===== config.mk =====
export PLATFORM = sky130hd
export DESIGN_NAME = cp0_unit
export DESIGN_NICKNAME = d
export VERILOG_FILES = /design/src/rtl/cp0_unit_pkg.sv /design/src/rtl/cp0_unit_req_gen.sv /design/src/rtl/cp0_unit.sv
export SDC_FILE = /design/constraint.sdc
export NUM_CORES = 1
export LEC_CHECK = 0
export ABC_CLOCK_PERIOD_IN_PS = 4950
export CAP_MARGIN = 0
export CORE_MARGIN = 4
export CORE_UTILIZATION = 30
export DETAILED_ROUTE_END_ITERATION = 8
export HOLD_SLACK_MARGIN = 0.08
export PLACE_DENSITY = 0.64
export SYNTH_ARGS = -nofsm -noshare
export SYNTH_HDL_FRONTEND = slang
export SYNTH_SLANG_ARGS = --single-unit

===== constraint.sdc =====
create_clock -name clk -period 4.95 [get_ports clk]
set_input_delay 1.485 -clock clk [delete_from_list [all_inputs] [get_ports clk]]
set_output_delay 1.485 -clock clk [all_outputs]
set_load 0.005 [all_outputs]

===== src/rtl/cp0_unit_pkg.sv =====
`default_nettype none
// ============================================================================
// Module      : cp0_pkg
// Description : Shared CP0 register indices, exception codes and handler PC.
// Revision    : 1.0 - initial release
// ============================================================================
package cp0_pkg;

    localparam logic [4:0] CP0_SR    = 5'd12;
    localparam logic [4:0] CP0_CAUSE = 5'd13;
    localparam logic [4:0] CP0_EPC   = 5'd14;
    localparam logic [4:0] CP0_PRID  = 5'd15;

    localparam logic [4:0] EXC_INT     = 5'd0;
    localparam logic [4:0] EXC_ADEL    = 5'd4;
    localparam logic [4:0] EXC_ADES    = 5'd5;
    localparam logic [4:0] EXC_SYSCALL = 5'd8;
    localparam logic [4:0] EXC_RI      = 5'd10;
    localparam logic [4:0] EXC_OV      = 5'd12;

    localparam logic [31:0] CP0_HANDLER_PC = 32'h0000_4180;

endpackage
`default_nettype wire


===== src/rtl/cp0_unit_req_gen.sv =====
`default_nettype none
// ============================================================================
// Module      : cp0_req_gen
// Description : Combinational exception/interrupt request and ExcCode select.
// Revision    : 1.0 - initial release
// ============================================================================
module cp0_req_gen
    import cp0_pkg::*;
(
    input  logic [5:0] i_sr_im,
    input  logic       i_sr_ie,
    input  logic       i_sr_exl,
    input  logic [5:0] i_hwint,
    input  logic [4:0] i_exccode,
    output logic       o_req,
    output logic [4:0] o_code
);

    logic w_int_req;
    logic w_exc_req;

    assign w_int_req = (|(i_hwint & i_sr_im)) & i_sr_ie & ~i_sr_exl;
    assign w_exc_req = (i_exccode != 5'd0) & ~i_sr_exl;
    assign o_req     = w_int_req | w_exc_req;
    // Interrupt outranks a synchronous exception
    assign o_code    = w_int_req ? EXC_INT : i_exccode;

endmodule
`default_nettype wire


===== src/rtl/cp0_unit.sv =====
`default_nettype none
// ============================================================================
// Module      : cp0_unit
// Description : Coprocessor-0 (SR/Cause/EPC/PRId) and M-stage exception request.
//               Define CP0_PRID_EN to make index 15 return PRID_VAL.
// Revision    : 1.0 - initial release
// ============================================================================
module cp0_unit
    import cp0_pkg::*;
#(
    parameter logic [31:0] PRID_VAL   = 32'h2024_0007,
    parameter logic [31:0] HANDLER_PC = CP0_HANDLER_PC
) (
    input  logic        clk,
    input  logic        reset,
    input  logic [4:0]  A1,
    input  logic [4:0]  A2,
    input  logic [31:0] din,
    input  logic        cp0_we,
    input  logic [31:0] M_pc,
    input  logic        M_bd,
    input  logic [4:0]  M_Exccode,
    input  logic        M_eret,
    input  logic [5:0]  HWInt,
    output logic [31:0] dout,
    output logic [31:0] EPC_out,
    output logic        req,
    output logic        exl
);

    logic [5:0]  r_sr_im;
    logic        r_sr_exl;
    logic        r_sr_ie;
    logic        r_cause_bd;
    logic [5:0]  r_cause_ip;
    logic [4:0]  r_cause_exc;
    logic [31:0] r_epc;

    logic        w_req;
    logic [4:0]  w_code;
    logic [31:0] w_sr;
    logic [31:0] w_cause;
    logic        w_unused_params;

    cp0_req_gen u_req_gen (
        .i_sr_im   (r_sr_im),
        .i_sr_ie   (r_sr_ie),
        .i_sr_exl  (r_sr_exl),
        .i_hwint   (HWInt),
        .i_exccode (M_Exccode),
        .o_req     (w_req),
        .o_code    (w_code)
    );

    always_ff @(posedge clk) begin
        if (reset) begin
            r_sr_im     <= 6'd0;
            r_sr_exl    <= 1'b0;
            r_sr_ie     <= 1'b0;
            r_cause_bd  <= 1'b0;
            r_cause_ip  <= 6'd0;
            r_cause_exc <= 5'd0;
            r_epc       <= 32'd0;
        end else begin
            r_cause_ip <= HWInt;
            if (w_req) begin
                // The M instruction is flushed, so its mtc0/eret never commit
                r_sr_exl    <= 1'b1;
                r_cause_bd  <= M_bd;
                r_cause_exc <= w_code;
                r_epc       <= M_bd ? (M_pc - 32'd4) : M_pc;
            end else begin
                if (M_eret) begin
                    r_sr_exl <= 1'b0;
                end
                if (cp0_we) begin
                    if (A2 == CP0_SR) begin
                        r_sr_im  <= din[15:10];
                        r_sr_exl <= din[1];
                        r_sr_ie  <= din[0];
                    end else if (A2 == CP0_EPC) begin
                        r_epc <= din;
                    end
                end
            end
        end
    end

    always_comb begin
        w_sr        = 32'd0;
        w_sr[15:10] = r_sr_im;
        w_sr[1]     = r_sr_exl;
        w_sr[0]     = r_sr_ie;
    end

    always_comb begin
        w_cause        = 32'd0;
        w_cause[31]    = r_cause_bd;
        w_cause[15:10] = r_cause_ip;
        w_cause[6:2]   = r_cause_exc;
    end

    always_comb begin
        dout = 32'd0;
        case (A1)
            CP0_SR:    dout = w_sr;
            CP0_CAUSE: dout = w_cause;
            CP0_EPC:   dout = r_epc;
`ifdef CP0_PRID_EN
            CP0_PRID:  dout = PRID_VAL;
`endif
            default:   dout = 32'd0;
        endcase
    end

    // Bypass lets an eret right behind an mtc0 EPC return to the new address
    assign EPC_out = (cp0_we && (A2 == CP0_EPC)) ? din : r_epc;
    assign req     = w_req;
    assign exl     = r_sr_exl;

    assign w_unused_params = ^{PRID_VAL, HANDLER_PC};

endmodule
`default_nettype wire

Yosys cells after proc, flatten, opt, wreduce, memory -nomap -nowiden
Index checks and enable logic that the tools add are counted.
W data, S select, Z words.
{ "totals": {"wordCells": 40, "inputBits": 90, "out_inout_bits": 66, "ff_bits": 52} }
{ "classes": {"n_bitwise": 7, "addsub": 1, "eq_ne": 6, "n_mux": 12, "n_reduce_logical": 7} }
{ "ops": {"columns": ["op", "count"], "rows": [
  ["$mux W32", 6],
  ["$pmux W32 S3", 1],
  ["$sub A32 B3 Y32 const B", 1],
  ["$eq A5 B4 Y1 const B", 5],
  ["$and A6 B6 Y6", 1],
  ["$reduce_and A3 Y1", 2],
  ["$reduce_or A6 Y1", 1],
  ["$mux W5", 1],
  ["$reduce_bool A5 Y1", 1],
  ["$mux W1", 4],
  ["$reduce_bool A2 Y1", 2],
  ["$and A1 B1 Y1", 3],
  ["$ne A2 B2 Y1 const B", 1],
  ["$not A1 Y1", 2],
  ["$logic_and A1 B1 Y1", 1],
  ["$or A1 B1 Y1", 1]
]} }

Logic depth before layout (Yosys ltp)
{ "depth": {"word_depth": 7, "mapped_depth": 8, "mapped_depth_nobuf": 6} }

Modules after synthesis
A second synthesis with hierarchy kept.
{ "hier_totals": {"hier_cells": 364, "hier_area_um2": 3181.8} }
{ "by_module_without_submodules": {"columns": ["module", "cells_per_inst", "seq_area_each_um2", "instances", "area_each_um2"], "rows": [
  ["cp0_unit", 351, 1041.0, 1, 3079.2],
  ["cp0_req_gen", 13, 0.0, 1, 102.6]
]} }

Least setup slack after synthesis
No wires, ideal clock.
{ "synth_path": {"path_kind": "input port to output port", "startpoint": "input port HWInt[0]", "endpoint": "output port req", "required_time_ns": 3.465, "setup_slack_ns": 0.659, "path_stages": 5, "n_path_buf": 1, "t_arrival_ns": 2.806, "path_cell_list": "a22o_1 > o311a_1 > nor2_1 > inv_2 > clkbuf_1"} }
{ "synth_between": {"elab_chain_len": 5} }
{ "synth_rtl": {"columns": ["element", "line", "rtl"], "rows": [
  ["from (decl)", "cp0_unit.sv:24", "input logic [5:0] HWInt,"],
  ["$and A6 B6 Y6", "cp0_unit_req_gen.sv:22", "assign w_int_req = (|(i_hwint & i_sr_im)) & i_sr_ie & ~i_sr_exl;"],
  ["$reduce_or A6 Y1", "cp0_unit_req_gen.sv:22", null],
  ["$and A1 B1 Y1 (2 in series)", "cp0_unit_req_gen.sv:22", null],
  ["$or A1 B1 Y1", "cp0_unit_req_gen.sv:24", "assign o_req = w_int_req | w_exc_req;"],
  ["to (decl)", "cp0_unit.sv:27", "output logic req,"]
]} }
Every way passes these cells.

Worst setup path after layout
{ "layout_path": {"startpoint": "input port A2[2]", "endpoint": "output port EPC_out[5]"} }
{ "layout_between": {"elab_chain_len": 3} }
{ "layout_rtl": {"columns": ["element", "line", "rtl"], "rows": [
  ["from (decl)", "cp0_unit.sv:17", "input logic [4:0] A2,"],
  ["$eq A5 B4 Y1", "cp0_unit.sv:117", "assign EPC_out = (cp0_we && (A2 == CP0_EPC)) ? din : r_epc;"],
  ["$logic_and A1 B1 Y1", "cp0_unit.sv:117", null],
  ["$mux W32", "cp0_unit.sv:117", null],
  ["to (decl)", "cp0_unit.sv:26", "output logic [31:0] EPC_out,"]
]} }
Every way passes these cells.

==> flow_summary.toml <==
[outcome]
outcome = "complete, no violations"

[die]
dieArea_mm2 = 0.0139
initial_utilization = 0.312
die_x_um = 118
coreArea_mm2 = 0.0116
rows = 39
die_h_um = 118
io_pins = 156

[placed_design]
placed_area_mm2 = 0.00548
gp_congestion = 0.871
place_inst = 736
detailedPlace.worstSlack_ns = -0.0809
io_buffers = 155
place_hpwl_um = 11500

[timing]
fmax_mhz = 205
period_share = 0.984
min_period_ns = 4.87
fin_ws_ns = 0.0812
setup-tns-final_ns = 0
tightestPinTransition_ns = 0.998
setup_viol = 0
drv_slew = 0
skew_ns = 0.00367
rsz0062_at_grt = "no"
hold_violations = 0
slew-limit-headroom = 0.335

[synthesis]
synthCells = 450
synthesis.nets = 541
ys_ff_latch = 52
netlist_area_mm2 = 0.00363
yosys.area.top_type_share = 0.287
synth_area_per_cell_um2 = 8.06
yosys-top-cells-area = "dfxtp_1 (29%), o31ai_1 (5.8%), nand2_1 (4.6%)"
synthFlopType = "dfxtp_1"
async_reset_ff_frac = 0
synth-seq-area-share = 0.287
synth_top_area_cell = "dfxtp_1"
yosys_warnings = 0
synth_edf_count = 0
yosys.cell_types.count = 58

[global_route]
grt_overflow = 0
grt_pass1_vias = 4352
grt_max_degree = 38
grt_pass1_wl_um = 24000
antenna_found_initial = 0
grtUsageTotal = 0.209

[clocking]
holdBufCountCts = 0
clk_pin_slew_worst_paths_ns = 0.07
clock-sinks = 52
cts_tree = "done"
clock_latency_ns = 0.29
cts_inserted_buffers = 5
cts_max_path_buffers = 2
cts-root-buf = "clkbuf_16"
htreeDepth = 2

[setup_path]
crit_arrival_ns = 3.38
end_kind = "primary output"
path_max_fanout = 5
worstSetupPathType = "input port to primary output"
timing.rr.start = "exl"
required_ns = 3.46
cp-startpoint = "A2[2]"
start_kind = "input port"

[routing]
via_per_inst = 5.83
drtIter0Drc = 342
firstDrtPassIters = 5
wl_per_cell_um = 20.3
routed_wl_um = 15200
vias = 4352
ant_nets = 0
drc = 0

[cells_and_area]
nets = 694
multiInputGateArea_mm2 = 0.00244
drive_above_1_share = 0.103
diodes = 0
final_cells = 747
fillers = 1126
ff_latch_area_mm2 = 0.00104
stdcell_area_mm2 = 0.00572
areaGrowthSynthToFinish_pct = 57.8

[power_and_ir_drop]
p_per_area_mw_per_mm2 = 204
ir_worst_vdd_uv = 160
cellLeakagePower_nw = 2.22

[job]
maxCapViolations = 0

[hold_path]
hp-class = "register to register"
min-delay-start = "r_sr_im[0]"
[cells in the final DEF, fill, tap and decap left out, drive strengths merged, types with 9 or more instances in the layout]
| master | Yosys | routed |
|---|---|---|
| clkdlybuf4s50 | 0 | 151 |
| dfxtp | 52 | 52 |
| nand2 | 44 | 44 |
| o31ai | 28 | 28 |
| buf | 7 | 28 |
| nand4 | 24 | 24 |
| and2 | 19 | 19 |
| mux2i | 16 | 16 |
| or4 | 16 | 16 |
| o21ai | 14 | 14 |
| a41o | 14 | 14 |
| a31oi | 14 | 14 |
| nand3 | 14 | 14 |
| nor2 | 13 | 13 |
| a21oi | 13 | 13 |
| a22o | 11 | 11 |
| or3 | 9 | 9 |
| nor4 | 9 | 9 |
[logic make-up (layout without fill, tap and decap cells)]
kind of cell / Yosys count / count (layout) / share of synthesized area
mux: 23 / 23 / 0.0659
buf+inv: 49 / 203 / 0.0514
xor+xnor: 8 / 8 / 0.0193
fa+ha+maj: 1 / 1 / 0.00345
flops: 52 / 52 / 0.287
compound gates: 130 / 130 / 0.275
simple gates: 187 / 187 / 0.298
[worst max-delay path: stages]
cell,delay [ns]
clkdlybuf4s50_1,0.50
nor4bb_4,0.24
nand3_2,0.21
clkbuf_16,0.21
mux2_2,0.23
clkdlybuf4s50_1,0.50
[what timing repair did]
action / CTS / global route
resized for setup: 2 / 11
buffers inserted: 0 / 2
endpoints found under the setup margin: 14 / 27
cloned: 0 / 1
pin swaps: 0 / 3
[worst paths after layout]
check	endpoint	cells past startpoint	slack [ns]
min reg2reg	r_sr_im[0]	2	0.47
max	EPC_out[5]	6	0.08
max reg2reg	r_sr_im[2]	5	2.82
min	r_sr_im[0]	2	0.47
[synthesized netlist by cell type (3+ instances only)]
master	n
dfxtp_1	52
and2_1	19
o31a_1	6
nand2_1	44
a31oi_1	14
nand3_1	14
o31ai_1	28
a21oi_1	13
xor2_1	5
or2_2	5
nor4_1	9
mux2_2	7
o311a_1	3
buf_1	5
or3_1	9
clkbuf_1	32
a22o_1	11
inv_1	8
a211oi_1	7
nor2b_1	6
a41o_1	14
o21ai_0	14
nor2_1	13
nand4b_1	3
nand4_1	24
mux2i_1	16
xnor2_1	3
o211a_1	7
and4_1	5
nor3_1	6
or4_1	14
[where the power goes]
group	internal (mW)	switching [mW]	total [mW]
sequential	0.450	0.0163	0.466
combinational	0.187	0.154	0.342
clock	0.202	0.160	0.361
[metal layers]
metal,vias up,global-route usage,part of all wire
met1,2074,0.275,0.42
li1,2073,-,-
met4,0,0.0542,0.018
met2,189,0.355,0.49
met3,16,0.0365,0.072
met5,-,0,0
[sequential cells by signal, summed over array words and instances, names as in the netlist]
signal,count
r_cause_exc,5
r_epc,32
r_cause_bd,1
r_cause_ip,6
exl,1
r_sr_im,6
r_sr_ie,1
[metrics by stage]
step	power, mW	util	hold WS (ns)
6_report	1.17	0.493	0.473
2_1_floorplan	0.608	-	0.443
3_5_place_dp	0.809	0.472	0.464
5_1_grt	1.22	0.493	0.501
3_3_place_gp	0.805	0.472	0.452
4_1_cts	1.17	0.486	0.478
[cell type report]
type	count	area share
flip-flops and latches	52	0.182
multi-input cells	349	0.426
clock buffers	6	0.0243
clock inverters	2	0.00262
inverters	10	0.00721
repair buffers	185	0.327
well taps	143	0.0313
(Power assumes the default switching activity.)
